[src/rtl/alu_rr_scheduler_if.sv]
// Request/result bundle for the shared-ALU scheduler: two issue front ends in,
// one tagged result stream out.
interface alu_rr_scheduler_if #(
   parameter int WIDTH = 64
);
   logic                    req0_valid;
   logic                    req0_ready;
   logic [1:0]              req0_op;
   logic signed [WIDTH-1:0] req0_a;
   logic signed [WIDTH-1:0] req0_b;

   logic                    req1_valid;
   logic                    req1_ready;
   logic [1:0]              req1_op;
   logic signed [WIDTH-1:0] req1_a;
   logic signed [WIDTH-1:0] req1_b;

   logic                    res_valid;
   logic                    res_ready;
   logic                    res_id;
   logic signed [WIDTH-1:0] res_data;
   logic                    res_zero;
   logic                    res_ovf;

   modport master (
      output req0_valid, req0_op, req0_a, req0_b,
      output req1_valid, req1_op, req1_a, req1_b,
      output res_ready,
      input  req0_ready, req1_ready,
      input  res_valid, res_id, res_data, res_zero, res_ovf
   );

   modport slave (
      input  req0_valid, req0_op, req0_a, req0_b,
      input  req1_valid, req1_op, req1_a, req1_b,
      input  res_ready,
      output req0_ready, req1_ready,
      output res_valid, res_id, res_data, res_zero, res_ovf
   );
endinterface

[src/rtl/alu_rr_scheduler.sv]
// Round-robin scheduler sharing one signed add/sub/and/xor datapath between two
// requesters; each operation runs IDLE (grant) -> EXEC (compute) -> HOLD (result).
module alu_rr_scheduler #(
   parameter int WIDTH = 64
) (
   input logic               clk,
   input logic               rst,
   alu_rr_scheduler_if.slave bus
);

   typedef enum logic [1:0] {
      IDLE = 2'd0,
      EXEC = 2'd1,
      HOLD = 2'd2
   } state_t;

   state_t                  state;
   logic                    last_grant;

   logic [1:0]              op_p0;
   logic signed [WIDTH-1:0] a_p0;
   logic signed [WIDTH-1:0] b_p0;
   logic                    id_p0;
   logic signed [WIDTH-1:0] alu_r_p0;
   logic                    alu_ovf_p0;

   logic                    vld_p1;
   logic                    id_p1;
   logic signed [WIDTH-1:0] data_p1;
   logic                    zero_p1;
   logic                    ovf_p1;

   logic                    in_idle;
   logic                    grant0;
   logic                    grant1;
   logic                    hs0;
   logic                    hs1;

   function automatic logic signed [WIDTH-1:0] alu_calc(
      input logic [1:0]              op,
      input logic signed [WIDTH-1:0] a,
      input logic signed [WIDTH-1:0] b
   );
      case (op)
         2'b00:   alu_calc = a + b;
         2'b01:   alu_calc = a - b;
         2'b10:   alu_calc = a & b;
         default: alu_calc = a ^ b;
      endcase
   endfunction

   // Wrapping add/sub overflows when the result sign breaks from a's sign
   // although the operand signs made that impossible.
   function automatic logic alu_ovf(
      input logic [1:0]              op,
      input logic signed [WIDTH-1:0] a,
      input logic signed [WIDTH-1:0] b,
      input logic signed [WIDTH-1:0] r
   );
      logic sa;
      logic sb;
      logic sr;
      sa = a[WIDTH-1];
      sb = b[WIDTH-1];
      sr = r[WIDTH-1];
      case (op)
         2'b00:   alu_ovf = (sa == sb) && (sr != sa);
         2'b01:   alu_ovf = (sa != sb) && (sr != sa);
         default: alu_ovf = 1'b0;
      endcase
   endfunction

   // A tie goes to whichever requester was not served last.
   assign in_idle = (state == IDLE) && !rst;
   assign grant0  = bus.req0_valid && (!bus.req1_valid || last_grant);
   assign grant1  = bus.req1_valid && (!bus.req0_valid || !last_grant);

   assign bus.req0_ready = in_idle && grant0;
   assign bus.req1_ready = in_idle && grant1;

   assign hs0 = bus.req0_valid && bus.req0_ready;
   assign hs1 = bus.req1_valid && bus.req1_ready;

   // Stage p0: operand capture on handshake
   always_ff @(posedge clk) begin
      if (hs0 || hs1) begin
         op_p0 <= hs1 ? bus.req1_op : bus.req0_op;
         a_p0  <= hs1 ? bus.req1_a  : bus.req0_a;
         b_p0  <= hs1 ? bus.req1_b  : bus.req0_b;
         id_p0 <= hs1;
      end
   end

   assign alu_r_p0   = alu_calc(op_p0, a_p0, b_p0);
   assign alu_ovf_p0 = alu_ovf(op_p0, a_p0, b_p0, alu_r_p0);

   // Stage p1: result registers, owned by the sequencing FSM
   always_ff @(posedge clk) begin
      if (rst) begin
         state      <= IDLE;
         last_grant <= 1'b1;
         vld_p1     <= 1'b0;
         id_p1      <= 1'b0;
         data_p1    <= '0;
         zero_p1    <= 1'b0;
         ovf_p1     <= 1'b0;
      end else begin
         case (state)
            IDLE: begin
               if (hs0 || hs1) begin
                  last_grant <= hs1;
                  state      <= EXEC;
               end
            end
            EXEC: begin
               data_p1 <= alu_r_p0;
               zero_p1 <= (alu_r_p0 == '0);
               ovf_p1  <= alu_ovf_p0;
               id_p1   <= id_p0;
               vld_p1  <= 1'b1;
               state   <= HOLD;
            end
            HOLD: begin
               if (bus.res_ready) begin
                  vld_p1 <= 1'b0;
                  state  <= IDLE;
               end
            end
            default: state <= IDLE;
         endcase
      end
   end

   assign bus.res_valid = vld_p1;
   assign bus.res_id    = id_p1;
   assign bus.res_data  = data_p1;
   assign bus.res_zero  = zero_p1;
   assign bus.res_ovf   = ovf_p1;

endmodule

[src/flat_wrapper.sv]
// flat-port wrapper written by rule: the top's interface ports become plain ports
module alu_rr_scheduler_flat 
#(
   parameter int WIDTH = 64
)
  (clk, rst, bus_req0_valid, bus_req0_op, bus_req0_a, bus_req0_b, bus_req1_valid, bus_req1_op, bus_req1_a, bus_req1_b, bus_res_ready, bus_req0_ready, bus_req1_ready, bus_res_valid, bus_res_id, bus_res_data, bus_res_zero, bus_res_ovf);
  alu_rr_scheduler_if #(.WIDTH(WIDTH)) bus_i ();
  input logic clk;
  input logic rst;
  input wire logic [$bits(bus_i.req0_valid)-1:0] bus_req0_valid;
  input wire logic [$bits(bus_i.req0_op)-1:0] bus_req0_op;
  input wire logic [$bits(bus_i.req0_a)-1:0] bus_req0_a;
  input wire logic [$bits(bus_i.req0_b)-1:0] bus_req0_b;
  input wire logic [$bits(bus_i.req1_valid)-1:0] bus_req1_valid;
  input wire logic [$bits(bus_i.req1_op)-1:0] bus_req1_op;
  input wire logic [$bits(bus_i.req1_a)-1:0] bus_req1_a;
  input wire logic [$bits(bus_i.req1_b)-1:0] bus_req1_b;
  input wire logic [$bits(bus_i.res_ready)-1:0] bus_res_ready;
  output wire logic [$bits(bus_i.req0_ready)-1:0] bus_req0_ready;
  output wire logic [$bits(bus_i.req1_ready)-1:0] bus_req1_ready;
  output wire logic [$bits(bus_i.res_valid)-1:0] bus_res_valid;
  output wire logic [$bits(bus_i.res_id)-1:0] bus_res_id;
  output wire logic [$bits(bus_i.res_data)-1:0] bus_res_data;
  output wire logic [$bits(bus_i.res_zero)-1:0] bus_res_zero;
  output wire logic [$bits(bus_i.res_ovf)-1:0] bus_res_ovf;
  assign bus_i.req0_valid = bus_req0_valid;
  assign bus_i.req0_op = bus_req0_op;
  assign bus_i.req0_a = bus_req0_a;
  assign bus_i.req0_b = bus_req0_b;
  assign bus_i.req1_valid = bus_req1_valid;
  assign bus_i.req1_op = bus_req1_op;
  assign bus_i.req1_a = bus_req1_a;
  assign bus_i.req1_b = bus_req1_b;
  assign bus_i.res_ready = bus_res_ready;
  assign bus_req0_ready = bus_i.req0_ready;
  assign bus_req1_ready = bus_i.req1_ready;
  assign bus_res_valid = bus_i.res_valid;
  assign bus_res_id = bus_i.res_id;
  assign bus_res_data = bus_i.res_data;
  assign bus_res_zero = bus_i.res_zero;
  assign bus_res_ovf = bus_i.res_ovf;
  alu_rr_scheduler #(.WIDTH(WIDTH)) u_core (.clk(clk), .rst(rst), .bus(bus_i));
endmodule
[config.mk]
export PLATFORM = sky130hd
export DESIGN_NAME = alu_rr_scheduler_flat
export DESIGN_NICKNAME = d
export VERILOG_FILES = /design/src/rtl/alu_rr_scheduler_if.sv /design/src/rtl/alu_rr_scheduler.sv /design/src/flat_wrapper.sv
export SDC_FILE = /design/constraint.sdc
export NUM_CORES = 1
export LEC_CHECK = 0
export ABC_AREA = 1
export CAP_MARGIN = 20
export CORE_MARGIN = 2
export CORE_UTILIZATION = 55
export DETAILED_ROUTE_END_ITERATION = 10
export MAX_ROUTING_LAYER = met4
export PLACE_DENSITY_LB_ADDON = 0.3
export SLEW_MARGIN = 20
export SYNTH_ARGS = -nofsm -noshare
export SYNTH_HDL_FRONTEND = slang
export SYNTH_SLANG_ARGS = --single-unit
[constraint.sdc]
create_clock -name clk -period 7.25 [get_ports clk]
set_input_delay 1.0875 -clock clk [delete_from_list [all_inputs] [get_ports clk]]
set_output_delay 1.0875 -clock clk [all_outputs]
set_load 0.005 [all_outputs]
==> results of run 1 <==
## worst max-delay path: cells and delay by family, from the launching register on
kind	cells	cell delay [ns]
buf+inv	3	0.26
compound gates	1	0.14
fa+ha+maj	2	0.55
simple gates	28	3.92
flops	1	0.45
xor+xnor	1	0.14
## per-layer routing
metal / global-route usage, % / up-vias
li1: - / 9604
met1: 53.7 / 9212
met2: 64.0 / 1316
met3: 8.16 / 221
met4: 14.4 / 0
met5: - / -
## metrics by stage
step / utilization, % / hold slack (ns) / std cells
floorplan: - / 0.447 / 2873
CTS: 69.6 / 0.501 / 3625
detailed placement: 67.2 / 0.461 / 3585
global route: 69.6 / 0.530 / 3625
finish: 69.6 / 0.506 / 3625
global placement: 67.2 / 0.459 / 3585
## power by group
part,internal [mW],leakage [nW],switching (mW),total (mW)
combinational,0.776,9.27,1.42,2.20
sequential,1.37,1.81,0.116,1.49
clock,0.720,0.375,0.500,1.22
total,2.87,11.5,2.04,4.91
## how the worst max path moves through the flow
stage / endpoint / slack [ns] / from / cells after the start
after floorplan: u_core.a_p0[0] / 2.02 / rst / 5
after detailed placement: u_core.bus.res_zero / 1.92 / u_core.b_p0[0] / 35
after CTS: u_core.bus.res_zero / 1.91 / u_core.b_p0[0] / 35
after global placement: u_core.bus.res_zero / 2.07 / u_core.b_p0[0] / 35
final: u_core.bus.res_zero / 1.71 / u_core.b_p0[0] / 35
after global routing: u_core.bus.res_zero / 1.41 / u_core.b_p0[0] / 35
## final cells by class
class | instances | share of cell area [%]
Multi-Input combinational cell | 2112 | 47.1
Sequential cell | 202 | 23.7
Timing Repair Buffer | 343 | 15.2
Inverter | 486 | 8.10
Clock buffer | 27 | 2.75
Tap cell | 442 | 2.45
Clock inverter | 13 | 0.687
## sequential cells by signal (all words and copies together) (netlist names)
name / flops
u_core.id_p0: 1
u_core.bus.res_id: 1
u_core.op_p0: 2
u_core.b_p0: 64
u_core.bus.res_valid: 1
u_core.a_p0: 64
u_core.bus.res_ovf: 1
u_core.bus.res_zero: 1
u_core.last_grant: 1
u_core.bus.res_data: 64
u_core.state: 2
## layout by cell type (no fill, tap or decap), drive strengths merged, types with 2 or more instances in the layout
| cell | Yosys | layout |
|---|---|---|
| nor3 | 21 | 21 |
| a22o | 55 | 55 |
| o21bai | 21 | 21 |
| edfxtp | 131 | 131 |
| dfxtp | 71 | 71 |
| nand2 | 1116 | 1116 |
| a21boi | 5 | 5 |
| nor4 | 17 | 17 |
| clkinvlp | 0 | 3 |
| o31ai | 3 | 3 |
| nand4 | 18 | 18 |
| clkbuf | 61 | 27 |
| o21ai | 74 | 74 |
| bufinv | 0 | 3 |
| xor2 | 39 | 39 |
| clkinv | 3 | 6 |
| o41ai | 2 | 2 |
| buf | 12 | 9 |
| o211ai | 30 | 30 |
| nand3 | 140 | 140 |
| nand3b | 24 | 24 |
| inv | 483 | 487 |
| clkdlybuf4s50 | 0 | 334 |
| ha | 128 | 128 |
| nor2 | 318 | 318 |
| xnor2 | 25 | 25 |
| a21oi | 71 | 71 |
## cell families after synthesis
logic type	count (synthesis)	synth area share [%]
fa+ha+maj	129	8.97
flops	202	29.6
simple gates	1656	37.1
xor+xnor	64	3.10
buf+inv	559	11.6
compound gates	263	9.54
==> impl_metrics.tcl, run 1 <==
set metrics [dict create \
    status "completed" \
    die_h_um 185 \
    clk_latency_ns 0.54 \
    crit_top_cell "nand2_1" \
    routed_wirelength_um 69800 \
    gp_congestion 1.16 \
    grt_overflow 0 \
    worst_slew_pin_slew_ns 0.996 \
    clkSinkCount 202 \
    synth_edf_count 131 \
    synth_top_cell_by_area "nand2_1" \
    met1_length_um 28700 \
    wl_met3_um 8090 \
    crit_path_start_kind "register" \
    grt_usage_pct 41.3 \
    grt_pass1_wl_um 105000 \
    postRouteAntennaNets 0 \
    hp-class "reg -> reg" \
    core_um2 32500 \
    yosysSeqAreaShare_pct 29.6 \
    chipWidth_um 185 \
    multi_input_area_um2 10600 \
    reg2reg_from "u_core.b_p0[0]" \
    synth_cell_type_count 43 \
    end_kind "register" \
    synth_top_area_share_pct 23.1 \
    synthCells 2873 \
    finalHoldViolCount 0 \
    htree_levels 1 \
    cp_slowest_cell "nor3_1" \
    syn_avg_cell_area_um2 6.29 \
    post-route-period-util_pct 76.4 \
    post-place-ws_ns 1.92 \
    regToRegSetupSlack_ns 1.71 \
    grt_max_degree 132 \
    cts_made_buffers 22 \
    ios 335 \
    row_count 66 \
    postCtsSetupRepairBufs 0 \
    layout_min_cycle_time_ns 5.54 \
    clk_pin_slew_ns 0.07 \
    p_leak_nw 11.5 \
    top_layer "met4" \
    synth.top_cells.by_count "nand2_1 (1111), inv_1 (478), nor2_1 (309), nand3_1 (137), edfxtp_1 (131)" \
    grt_pass1_vias 19200 \
    path_max_fanout 6 \
    drv_cap 0 \
    hold_end "u_core.bus.res_data[62]" \
    antenna_cells 0 \
    cts_tree "yes" \
    cts-resized-gates 0 \
    fillers 2622 \
    critPathKind "reg -> reg" \
    hold_path.startpoint "u_core.bus.res_data[62]" \
    async_reset_ff_share_pct 0 \
    drc 0 \
    yosys-top-cells-area "nand2_1 (23%), edfxtp_1 (22%), inv_1 (9.9%)" \
    fin_skew_ns 0.0123 \
    cp.required_ns 7.72 \
    slew_headroom_pct 33.6 \
    regArea_um2 5360 \
    start_util_pct 55.7 \
    setup_viol 0 \
    vdd_drop_max_v 0.000188 \
    wl_met2_um 30200 \
    fin_ws_ns 1.71 \
    tns_ns 0 \
    timing.fmax_ghz 0.181 \
    placed_cell_area_um2 21800 \
    drv_slew 0 \
    num_vias 20400 \
    ctsHoldBuffers 0 \
    area_growth_syn_to_layout_pct 24.9 \
    port_buffers 334 \
    clk_path_buf_depth 3 \
    first_pass_iters 7 \
    hold_depth 2 \
    powerDensity_nw_per_um2 217 \
    yosysMostFrequentCell "nand2_1" \
    synth_top_flop_cell "edfxtp_1" \
    yosys_warnings 0 \
    r2r-end "u_core.bus.res_zero" \
    vias_per_cell 5.61 \
    synth_area_um2 18100 \
    worst_ep_arrival_time_ns 6.00 \
    total_power_mw 4.91 \
    drive_gt1_share_pct 2.67 \
    hpwl_um 54700 \
    rsz0062_at_grt "false" \
    fin_nets 3561 \
    reg2regPathDepth 35 \
    antenna_found_initial 0 \
    wl_per_cell_um 19.2 \
    synth_nets 3267 \
    cts_root_buffer "clkbuf_16" \
    drt_iter0_drc 2102 \
    slowest_delay_ns 0.50 \
    final_area_um2 22600 \
    dieArea_um2 34300 \
    synth_seq_cells 202 \
]
Note: power is estimated with default switching activity, not from simulation.
==> inputs of run 2 (changes only) <==
CORE_UTILIZATION = 54   (was 55)
clock period = 5.81 ns   (was 7.25 ns; I/O delays follow)
==> run 2 against run 1 <==
  * Count of clock-buffer cells in the layout grew 2
  * Non-clock buffer count grew 6
  * Critical path depth shrank 8
  * Clock skew shrank 0.0013 ns
  * Cell count grew 0.14%
  * Fmax grew 1.8%
  * Largest power group unchanged
  * Flip-flop and latch count is the same
  * Wire length shrank 7.1%
  * Register-to-register slack lost 1.3 ns
==> impl_metrics.tcl, run 2 (synthesis results as in run 1) <==
set metrics [dict create \
    grt_usage_pct 37.4 \
    chipWidth_um 187 \
    r2r-end "u_core.bus.res_zero" \
    drc 0 \
    clk_path_buf_depth 3 \
    multi_input_area_um2 10600 \
    worst_ep_arrival_time_ns 5.90 \
    switchingPower_mw 2.41 \
    core_um2 32800 \
    grt_pass1_wl_um 100000 \
    fillers 2745 \
    sw_frac_of_total_pct 40.2 \
    clk_pin_slew_ns 0.06 \
    ctsHoldBuffers 0 \
    p_leak_nw 11.5 \
    regToRegSetupSlack_ns 0.37 \
    drv_slew 0 \
    setup_viol 0 \
    grt_pass1_vias 18600 \
    area_growth_syn_to_layout_pct 25.1 \
    drv_cap 0 \
    final_area_um2 22600 \
    hp-class "reg -> reg" \
    postRouteAntennaNets 0 \
    fin_nets 3567 \
    clkPwrFrac_pct 24.7 \
    vias_per_cell 5.44 \
    cp.required_ns 6.27 \
    dieArea_um2 35000 \
    slew_headroom_pct 27.8 \
    critPathKind "reg -> reg" \
    reg2regPathDepth 27 \
    clk_latency_ns 0.53 \
    path_max_fanout 5 \
    htree_levels 1 \
    status "completed" \
    p_int_mw 3.59 \
    grt_overflow 0 \
    regArea_um2 5360 \
    end_kind "register" \
    first_pass_iters 6 \
    row_count 66 \
    cp-startpoint "u_core.b_p0[0]" \
    tns_ns 0 \
    antenna_cells 0 \
    cts_root_buffer "clkbuf_16" \
    grt_max_degree 132 \
    clkSinkCount 202 \
    antenna_found_initial 0 \
    post-place-ws_ns 0.597 \
    cp_slowest_cell "o41ai_2" \
    seqPwrFrac_pct 30.9 \
    post-route-period-util_pct 93.6 \
    powerDensity_nw_per_um2 265 \
    rsz0062_at_grt "false" \
    fin_ws_ns 0.373 \
    die_h_um 187 \
    mostFrequentLayoutCell "nand2_1" \
    gp_congestion 1.11 \
    wl_per_cell_um 17.9 \
    worst-path-stages 27 \
    hpwl_um 52300 \
    worst_slew_pin_slew_ns 1.08 \
    placed_cell_area_um2 21800 \
    crit_buf_inv 4 \
    final_cell_mix "nand2_1 (1109), inv_1 (477), clkdlybuf4s50_1 (334), nor2_1 (308), nand3_1 (137)" \
    crit_top_cell "nand2_1" \
    cts_made_buffers 22 \
    port_buffers 334 \
    drive_gt1_share_pct 2.82 \
    start_util_pct 55.1 \
    ios 335 \
    layout_min_cycle_time_ns 5.44 \
    combPwrFrac_pct 44.4 \
    crit_path_start_kind "register" \
    routed_wirelength_um 64800 \
    finalHoldViolCount 0 \
    drt_iter0_drc 1849 \
    path_delay_family "simple AND/OR/NAND/NOR gates" \
    hold_ws_ns 0.483 \
    endpoint "u_core.bus.res_zero" \
    num_vias 19700 \
    fin_skew_ns 0.0111 \
    vdd_drop_max_v 0.000215 \
    timing.fmax_ghz 0.184 \
    cts_tree "yes" \
    reg2reg_from "u_core.b_p0[0]" \
    slowest_delay_ns 0.62 \
]
## run 2: what timing repair did
| item | CTS | global route |
|---|---|---|
| setup endpoints to repair | 0 | 1 |
| setup buffers | 0 | 0 |
| gates resized for setup | 0 | 1 |
## run 2: power by group through the flow
stage	clock network, mW	logic (mW)	registers [mW]
5_1_grt	1.56	2.93	1.87
6_report	1.49	2.66	1.85
3_5_place_dp	0	2.57	1.88
3_3_place_gp	0	2.51	1.87
4_1_cts	1.50	2.59	1.85
2_1_floorplan	0	1.61	1.85
## run 2: area by class of cell
| type | instances | area share, % |
|---|---|---|
| multi-input combinational | 2112 | 47.1 |
| clock buffer | 29 | 2.83 |
| timing repair buffer | 349 | 15.3 |
| sequential | 202 | 23.7 |
| clock inverter | 10 | 0.559 |
| inverter | 486 | 8.09 |
| tap | 442 | 2.45 |
## run 2: routing by layer
metal	up-vias	wire length, um	global-route usage, %
li1	9604	-	-
met1	8954	27900	50.1
met2	1044	27900	57.6
met3	146	6600	5.98
met4	0	2390	12.7
met5	-	0	-
## run 2: per-stage QoR
step	util (%)	power, mW	cells
6_report	69.0	6.00	3630
5_1_grt	69.0	6.35	3630
4_1_cts	69.0	5.94	3630
3_5_place_dp	66.6	4.44	3591
3_3_place_gp	66.6	4.38	3591
2_1_floorplan	-	3.46	2873
## run 2: worst min-delay path by stage
| stage | from | to | cells after the start |
|---|---|---|---|
| after floorplan | u_core.id_p0 | u_core.bus.res_id | 2 |
| after CTS | u_core.bus.res_ovf | u_core.bus.res_ovf | 2 |
| after global routing | u_core.bus.res_ovf | u_core.bus.res_ovf | 2 |
| after detailed placement | u_core.bus.res_ovf | u_core.bus.res_ovf | 2 |
| final | u_core.bus.res_ovf | u_core.bus.res_ovf | 2 |
| after global placement | u_core.id_p0 | u_core.bus.res_id | 2 |
## run 2: worst reg2reg max path, delay by kind of cell, from the launching register on
family	cells	cell delay, ns
compound gates	3	1.08
xor+xnor	1	0.11
fa+ha+maj	1	0.42
buf+inv	4	0.43
flops	1	0.43
simple gates	18	2.90
